$ cat src/rtl/uart_rx.sv
// UART receiver: 8 data bits LSB first, even parity, one stop bit, sampled at
// OVERSAMPLE x baud, with a first-word-fall-through receive FIFO and RTS flow control.
module uart_rx #(
  parameter int OVERSAMPLE = 16,
  parameter int FIFO_DEPTH = 8,
  parameter int RTS_MARGIN = 2
) (
  input  logic       clk,
  input  logic       rst_n,
  input  logic       sample_tick,
  input  logic       rx,
  input  logic       rx_enable,
  output logic       rx_rts_n,
  input  logic       flush,
  output logic [7:0] rxdata,
  output logic       rxdata_valid,
  input  logic       rxdata_ready,
  output logic       rxfifo_full,
  output logic       rxfifo_empty,
  output logic       parity_err,
  output logic       frame_err,
  output logic       overrun_err
);

  localparam int TW = $clog2(OVERSAMPLE);
  localparam int AW = $clog2(FIFO_DEPTH);
  localparam int CW = AW + 1;
  localparam logic [TW-1:0] MID  = TW'(OVERSAMPLE / 2 - 1);
  localparam logic [TW-1:0] LAST = TW'(OVERSAMPLE - 1);

  typedef enum logic [2:0] {IDLE, START, DATA, PARITY, STOP, BREAK} state_t;

  logic          rx_m_q, rx_s_q;
  state_t        state_q;
  logic [TW-1:0] tcnt_q;
  logic [2:0]    bcnt_q;
  logic [7:0]    shreg_q;
  logic          perr_q;
  logic          parity_err_q, frame_err_q, overrun_err_q;

  logic [7:0]    mem_q [FIFO_DEPTH];
  logic [AW-1:0] wptr_q, rptr_q, rptr_nx;
  logic [CW-1:0] count_q, count_d, remain;
  logic [7:0]    rxdata_q;
  logic          rts_q;

  logic at_last, push, pop, push_ok, overrun;

  always_ff @(posedge clk or negedge rst_n) begin
    if (!rst_n) begin
      rx_m_q <= 1'b1;
      rx_s_q <= 1'b1;
    end else begin
      rx_m_q <= rx;
      rx_s_q <= rx_m_q;
    end
  end

  // A good byte is pushed in the very cycle its stop bit is sampled.
  assign at_last = sample_tick && (tcnt_q == LAST);
  assign push    = rx_enable && !flush && (state_q == STOP) && at_last && rx_s_q && !perr_q;

  always_ff @(posedge clk or negedge rst_n) begin
    if (!rst_n) begin
      state_q      <= IDLE;
      tcnt_q       <= '0;
      bcnt_q       <= '0;
      shreg_q      <= '0;
      perr_q       <= 1'b0;
      parity_err_q <= 1'b0;
      frame_err_q  <= 1'b0;
    end else begin
      parity_err_q <= 1'b0;
      frame_err_q  <= 1'b0;
      if (flush || !rx_enable) begin
        state_q <= IDLE;
        tcnt_q  <= '0;
      end else if (sample_tick) begin
        case (state_q)
          IDLE: if (!rx_s_q) begin
            state_q <= START;
            tcnt_q  <= '0;
          end
          START: if (tcnt_q == MID) begin
            tcnt_q  <= '0;
            bcnt_q  <= '0;
            state_q <= rx_s_q ? IDLE : DATA;
          end else tcnt_q <= tcnt_q + 1'b1;
          DATA: if (tcnt_q == LAST) begin
            tcnt_q  <= '0;
            shreg_q <= {rx_s_q, shreg_q[7:1]};
            bcnt_q  <= bcnt_q + 1'b1;
            if (bcnt_q == 3'd7) state_q <= PARITY;
          end else tcnt_q <= tcnt_q + 1'b1;
          PARITY: if (tcnt_q == LAST) begin
            tcnt_q  <= '0;
            perr_q  <= rx_s_q ^ (^shreg_q);
            state_q <= STOP;
          end else tcnt_q <= tcnt_q + 1'b1;
          // Leaving at mid-stop so the next start edge is not missed.
          STOP: if (tcnt_q == LAST) begin
            tcnt_q <= '0;
            if (!rx_s_q) begin
              frame_err_q <= 1'b1;
              state_q     <= BREAK;
            end else begin
              parity_err_q <= perr_q;
              state_q      <= IDLE;
            end
          end else tcnt_q <= tcnt_q + 1'b1;
          BREAK: if (rx_s_q) state_q <= IDLE;
          default: state_q <= IDLE;
        endcase
      end
    end
  end

  assign pop     = (count_q != '0) && rxdata_ready;
  assign push_ok = push && ((count_q < CW'(FIFO_DEPTH)) || pop);
  assign overrun = push && !push_ok;
  assign remain  = count_q - CW'(pop);
  assign rptr_nx = rptr_q + 1'b1;

  always_comb begin
    count_d = count_q;
    if (flush) count_d = '0;
    else       count_d = count_q + CW'(push_ok) - CW'(pop);
  end

  always_ff @(posedge clk) begin
    if (push_ok) mem_q[wptr_q] <= shreg_q;
  end

  // The head register is refilled from the incoming byte when the FIFO would
  // otherwise be empty, else from the entry behind the one being popped.
  always_ff @(posedge clk or negedge rst_n) begin
    if (!rst_n) begin
      wptr_q        <= '0;
      rptr_q        <= '0;
      count_q       <= '0;
      rxdata_q      <= '0;
      rts_q         <= 1'b1;
      overrun_err_q <= 1'b0;
    end else begin
      count_q       <= count_d;
      rts_q         <= (CW'(FIFO_DEPTH) - count_d) <= CW'(RTS_MARGIN);
      overrun_err_q <= overrun;
      if (flush) begin
        wptr_q   <= '0;
        rptr_q   <= '0;
        rxdata_q <= '0;
      end else begin
        if (push_ok) wptr_q <= wptr_q + 1'b1;
        if (pop)     rptr_q <= rptr_nx;
        if (push_ok && remain == '0)  rxdata_q <= shreg_q;
        else if (pop && remain != '0) rxdata_q <= mem_q[rptr_nx];
      end
    end
  end

  assign rxdata       = rxdata_q;
  assign rxdata_valid = (count_q != '0);
  assign rxfifo_empty = (count_q == '0);
  assign rxfifo_full  = (count_q == CW'(FIFO_DEPTH));
  assign rx_rts_n     = rts_q;
  assign parity_err   = parity_err_q;
  assign frame_err    = frame_err_q;
  assign overrun_err  = overrun_err_q;

endmodule

$ cat config.mk
export PLATFORM = sky130hd
export DESIGN_NAME = uart_rx
export DESIGN_NICKNAME = d
export VERILOG_FILES = /design/src/rtl/uart_rx.sv
export SDC_FILE = /design/constraint.sdc
export NUM_CORES = 1
export LEC_CHECK = 0
export BUFFER_PORTS_ARGS = -buffer_cell sky130_fd_sc_hd__buf_2
export CAP_MARGIN = 5
export CORE_UTILIZATION = 60
export DETAILED_ROUTE_END_ITERATION = 10
export HOLD_SLACK_MARGIN = 0.03
export PLACE_DENSITY = 0.82
export SLEW_MARGIN = 10
export SYNTH_ARGS = -nofsm -noshare
export SYNTH_HDL_FRONTEND = slang
export SYNTH_SLANG_ARGS = --single-unit
$ cat constraint.sdc
create_clock -name clk -period 3.7 [get_ports clk]
set_input_delay 0.555 -clock clk [delete_from_list [all_inputs] [get_ports clk]]
set_output_delay 0.555 -clock clk [all_outputs]
set_load 0.02 [all_outputs]
==> metrics.txt, run 1 <==
outcome completed; upper clock frequency limit between 300 and 400 MHz; Final Hold Fails 0; final WL 8890 µm; Comb power frac 0.319; initial cell density of the core 0.636; final worst-path cycle share 0.859; proportion of total power due to net switching 0.343; final HPWL from detailed placement about 6000 µm; required time at the endpoint of the critical path 4.00 ns; hold_buf cts 0; count of clock tree sinks 107; clock tree from TritonCTS yes; number of top-level design ports 22; fraction of layout instances using a drive strength above 1 0.270; H-tree Lvls 3; total iterations of the first detailed-routing run 5; number of flops mapped to enable cells by yosys 64; post-synth top area share 0.383; sequential element share of the synthesized area 0.598; vias 2981; number of design-rule violations left by the first detailed-router iteration 193; final setup skew 0.0124 ns; die width 93.4 µm; CORE AREA 0.00789 mm²; Net Count, Synth 382; via/cell ratio 6.03; Final TNS setup 0 ns; Worst Setup Path Type register to register; IO Port Bufs 21; setup repair after global routing missed its margin false; cell area after synthesis 0.00502 mm²; yosys synthesis warning count 0; max incr delay on CP a little over 0.5 ns; overflow left after global routing 0; number of unique standard cell types used by synthesis 62; ordered cell list for the critical path inv_1 -> ha_1 -> or3b_4 -> and2_1 -> ha_1 -> inv_1 -> ha_1 -> fa_1 -> nand2_1 -> ha_1 -> nor2_1 -> a22oi_1 -> nor3_1; path category of the worst min-delay check primary input to register; wire length of the first global-routing pass 14700 µm; slew of the pin with the lowest slew margin between 0.9 and 1 ns; RD Place Congestion 0.871; Max-slew headroom 0.334; Power Internal between 2000 and 2500 µW; Residual DRC 0; P_sw between 1000 and 1500 µW; post-place setup slack between 0.5 and 0.6 ns; post-layout total power between 3000 and 4000 µW; largest area contributor in the netlist edfxtp_1; Post CTS Setup Buffer Count 0; Arrival @ worst endpoint between 3 and 4 ns; diodes inserted 0; time the worst path needs with I/O delays and setup ~3.2 ns; cells after synthesis 359; clock root buffer clkbuf_8; relative contribution of the clock network to total power 0.236; maximum net fanout on the critical path 8; cell type of the slowest stage on the worst timing path fa_1; area enclosed by the die boundary 0.00873 mm²; prevailing post-synth register cell edfxtp_1; element type at the critical path end register; count of cells resized by post-cts repair 0; area overhead of the layout relative to synthesis 8.88%; vias in the first global route 2977; Seq cells post-synth 107; Vert. Die Dim 93.4 µm; Max Slew Vio Count 0; sequential share of power 0.445; clock tree buffer depth 2; average detailed-routed wire length per instance 18.0 µm; final number of setup-violating endpoints 0; Avg Synthesized Cell Area about 14 µm²; most repeated library cell on the critical path ha_1; total number of nets in the final design 410; Static Leakage 0.00242 µW; crit path setup slack, layout 0.522 ns; placement row count 32; Maximum Capacitance Violations 0; library cell with the highest instance count after synthesis edfxtp_1; number of antenna violations at the first check in global routing 0; category of the worst setup path launch point register; GRT Total Usage 0.228; latest clock arrival within the worst-skew pair approximately 0.38 ns; pin count of the biggest net entering global routing 44; Worst IR Drop VDD 0.000275 V; clock transition at the register clock pins on the worst setup and hold paths after CTS 0.11 ns; ANT nets after route 0; share of flip-flops with an asynchronous set or reset 0.402; dominant cells by area after synthesis edfxtp_1, dfrtp_1, mux2_2; TritonCTS Buffers 9; commonest cells in the netlist edfxtp_1, dfrtp_1, mux2_2; power per unit of standard cell area 559 mW/mm²
per-layer routing:
layer  track usage  routed length, µm  vias to the layer above
li1              -                  -                     1407
met1         0.315               3970                     1472
met2         0.357               4320                       91
met3        0.0398                477                       11
met4        0.0987                117                        0
met5             0                  0                        -
layout by cell type, fill, tap and decap left out, types with 10 or more instances in the layout:
master / count
dfrtp_1: 40
xnor2_1: 10
buf_2: 21
o22ai_1: 15
edfxtp_1: 64
nor3_1: 12
inv_1: 14
ha_1: 15
mux2_2: 38
nor2_1: 18
nand2_1: 21
worst max-delay path, delay by kind of cell (launching register included):
family | cells | cell delay, ns
adders and majority gates | 5 | 1.40
and+or+nand+nor | 5 | 1.02
DFF | 1 | 0.42
buffers and inverters | 2 | 0.17
AOI/OAI and AO/OA | 1 | 0.09
cell families (layout without fill, tap and decap cells):
group,count (synthesis),after routing,share of synthesized area
DFF,107,107,0.598
buffers and inverters,27,60,0.0249
and+or+nand+nor,102,102,0.134
xor gates and xnor gates,17,17,0.0327
muxes,42,42,0.0958
AOI/OAI and AO/OA,48,48,0.0726
adders and majority gates,16,16,0.0414
worst paths after layout:
kind                       startpoint         to  slack, ns  cells after the start
max reg2reg                count_q[2]   rx_rts_n       0.52                     13
min                                rx     rx_m_q       0.28                      1
min reg2reg                    rx_m_q     rx_s_q       0.36                      0
max                        count_q[2]   rx_rts_n       0.52                     13
max in group asynchronous       rst_n  rxdata[7]       2.75                      1
min in group asynchronous       rst_n  rxdata[1]       0.34                      1
power by group through the flow:
stage,Combinational [µW],Clock [µW],Sequential (µW)
floorplan,745,0,1380
global placement,944,0,1380
detailed placement,965,0,1380
CTS,973,737,1360
global route,1070,771,1360
finish,974,720,1360
sequential cells by signal, indices dropped and copies added, names as in the netlist:
register,cells
count_q,4
perr_q,1
rptr_q,3
frame_err,1
overrun_err,1
shreg_q,8
wptr_q,3
rx_rts_n,1
bcnt_q,3
tcnt_q,4
rxdata,8
rx_s_q,1
parity_err,1
state_q,3
rx_m_q,1
mem_q,64
layout make-up:
| type | count | area [µm²] |
|---|---|---|
| Clock inverter | 7 | 93.8 |
| Inverter | 14 | 52.6 |
| Sequential cell | 107 | 3000 |
| Fill cell | 544 | 2420 |
| Multi-Input combinational cell | 225 | 1890 |
| Clock buffer | 9 | 124 |
| Tap cell | 102 | 128 |
| Timing Repair Buffer | 30 | 173 |
metrics by stage:
| stage | utilization | hold slack (ns) | instances | area, µm² |
|---|---|---|---|---|
| final | 0.693 | 0.276 | 494 | 5460 |
| after global routing | 0.693 | 0.256 | 494 | 5460 |
| after CTS | 0.693 | 0.258 | 494 | 5460 |
| after detailed placement | 0.665 | 0.347 | 478 | 5250 |
| after global placement | 0.665 | 0.347 | 478 | 5250 |
| after floorplan | - | 0.259 | 359 | 5020 |
Power figures use the tool's default switching activity.
==> run 2, diff against run 1 <==
==> constraint.sdc (replaced) <==
create_clock -name clk -period 3.7 [get_ports clk]
set_input_delay 0.185 -clock clk [delete_from_list [all_inputs] [get_ports clk]]
set_output_delay 0.185 -clock clk [all_outputs]
set_load 0.02 [all_outputs]
==> run 2 against run 1 <==
Final area hardly changed. Combinational power is 1% higher. Power is 0.32% lower.
==> metrics.txt, run 2 (same netlist as run 1, synthesis figures left out) <==
total iterations of the first detailed-routing run 4 (-1); Max Slew Vio Count 0 (unchanged); power per unit of standard cell area 557 mW/mm² (-0.27%); final number of setup-violating endpoints 0 (unchanged); clock transition at the register clock pins on the worst setup and hold paths after CTS 0.10 ns (about the same); category of the worst setup path launch point register; outcome completed; fillcell total 537 (-1.3%); area enclosed by the die boundary 0.00873 mm² (unchanged); Final Hold Fails 0 (unchanged); wire length of the first global-routing pass 14800 µm (+0.71%); placement row count 32 (unchanged); family with the most delay on the worst path adder cells; Static Leakage 0.00241 µW (about the same); register with the highest flop count mem_q; setup repair after global routing missed its margin false; clock root buffer clkbuf_8; diodes inserted 0 (unchanged); top library cells by usage in the layout, fill and taps aside edfxtp_1, dfrtp_1, mux2_2, nand2_1, buf_2; Buffers & Inverters on Critical Path 2 (unchanged); via/cell ratio 5.98 (-0.91%); TritonCTS Buffers 9 (unchanged); latest clock arrival within the worst-skew pair 0.38 ns (about the same); pin count of the biggest net entering global routing 44 (unchanged); initial cell density of the core 0.636 (unchanged); clock tree from TritonCTS yes; Vert. Die Dim 93.4 µm (unchanged); CORE AREA 0.00789 mm² (unchanged); Worst Setup Path Type register to register; vias 2960 (-0.70%); final setup skew 0.0201 ns (+0.00770 ns); clock tree buffer depth 2 (unchanged); count of clock tree sinks 107 (unchanged); final worst-path cycle share 0.884 (+0.0255); final WL 8850 µm (-0.44%); required time at the endpoint of the critical path 4.00 ns (about the same); die width 93.4 µm (unchanged); RD Place Congestion 0.880 (+1.0%); maximum net fanout on the critical path 8 (unchanged); Arrival @ worst endpoint 3.57 ns (+0.09 ns); upper clock frequency limit 306 MHz (-2.9%); Maximum Capacitance Violations 0 (unchanged); Residual DRC 0 (unchanged); post-layout total power 3040 µW (-0.32%); flip-flop count of the largest register, all copies and words added 64 (unchanged); area overhead of the layout relative to synthesis 8.83% (about the same); element type at the critical path end register; max incr delay on CP 0.51 ns (about the same); ordered cell list for the critical path inv_1 -> ha_1 -> or3b_4 -> and2_1 -> ha_1 -> inv_1 -> ha_1 -> fa_1 -> nand2_1 -> ha_1 -> nor2_1 -> a22oi_1 -> nor3_1; total number of nets in the final design 411 (+0.24%); number of top-level design ports 22 (unchanged); H-tree Lvls 3 (unchanged); number of design-rule violations left by the first detailed-router iteration 169 (-12%); number of antenna violations at the first check in global routing 0 (unchanged); post-route cell area 0.00546 mm² (about the same); Max-slew headroom 0.338 (+0.00383); Worst IR Drop VDD 0.000282 V (+2.6%); most repeated library cell on the critical path ha_1; final HPWL from detailed placement 6080 µm (-0.71%); IO Port Bufs 21 (unchanged); Post CTS Setup Buffer Count 0 (unchanged); placed standard-cell area 0.00524 mm² (-0.14%); fraction of layout instances using a drive strength above 1 0.267 (-0.00323); ANT nets after route 0 (unchanged); cell type of the slowest stage on the worst timing path fa_1; path category of the worst min-delay check primary input to register; vias in the first global route 2982 (+0.17%); Final TNS setup 0 ns (unchanged); time the worst path needs with I/O delays and setup 3.27 ns (+0.0943 ns); average detailed-routed wire length per instance 17.9 µm (-0.64%); GRT Total Usage 0.227 (-0.000407); most common library cell in the layout ignoring fill and taps edfxtp_1; overflow left after global routing 0 (unchanged); slew of the pin with the lowest slew margin 0.994 ns (-0.00575 ns)
[run 2: cell types whose count changed in the layout (fill, tap and decap cells not counted)]
cell and delta:
inv_6 +1, clkinv_8 -2, clkinv_4 +1, buf_4 -1, dlygate4sd3_1 +2
[run 2: final timing paths]
path	slack [ns]	endpoint	depth (start not counted)	from
min in group asynchronous	0.50	rxdata[1]	2	rst_n
hold reg to reg	0.36	rx_s_q	0	rx_m_q
setup reg to reg	0.43	rx_rts_n	13	count_q[2]
max in group asynchronous	2.57	count_q[0]	2	rst_n
setup / recovery	0.43	rx_rts_n	13	count_q[2]
hold / removal	0.17	wptr_q[0]	2	flush
[run 2: timing repair]
item                      CTS  global route
hold endpoints to repair   41             0
hold buffers                2             0
gates resized for setup     0             0
[run 2: cell type report]
cell class	instances	area (µm²)	area share
clock buffers	9	124	0.0227
clock inverters	7	78.8	0.0144
inverters	14	52.6	0.00962
multi-input cells	225	1890	0.346
flip-flops and latches	107	3000	0.550
well taps	102	128	0.0234
repair buffers	31	185	0.0339
[run 2: metrics by stage]
stage | std cells | setup WS, ns | hold WS, ns | util
after floorplan | 359 | 0.661 | -0.111 | -
after global placement | 477 | 0.646 | 0.292 | 0.664
after detailed placement | 477 | 0.457 | 0.295 | 0.664
after CTS | 495 | 0.422 | 0.150 | 0.692
after global routing | 495 | 0.190 | 0.191 | 0.692
final | 495 | 0.428 | 0.172 | 0.692
[run 2: worst register-to-register path: stages, from the launching register on]
cell     delay [ns]
dfrtp_1        0.42
inv_1          0.14
ha_1           0.16
or3b_4         0.39
and2_1         0.30
ha_1           0.34
inv_1          0.04
ha_1           0.20
fa_1           0.51
nand2_1        0.09
ha_1           0.22
nor2_1         0.13
a22oi_1        0.10
nor3_1         0.17
[run 2: power breakdown]
part	internal (µW)	switching (µW)	leakage, µW
logic	416	568	0.000993
clock network	268	435	0.000102
registers	1310	50.0	0.00132
total	1990	1050	0.00241
[run 2: routing by layer]
metal  vias up  GRT usage  wire [µm]
li1       1400          -          -
met1      1454      0.316       4100
met2        89      0.350       4160
met3        17     0.0537        462
met4         0     0.0859        132
met5         -          0          0
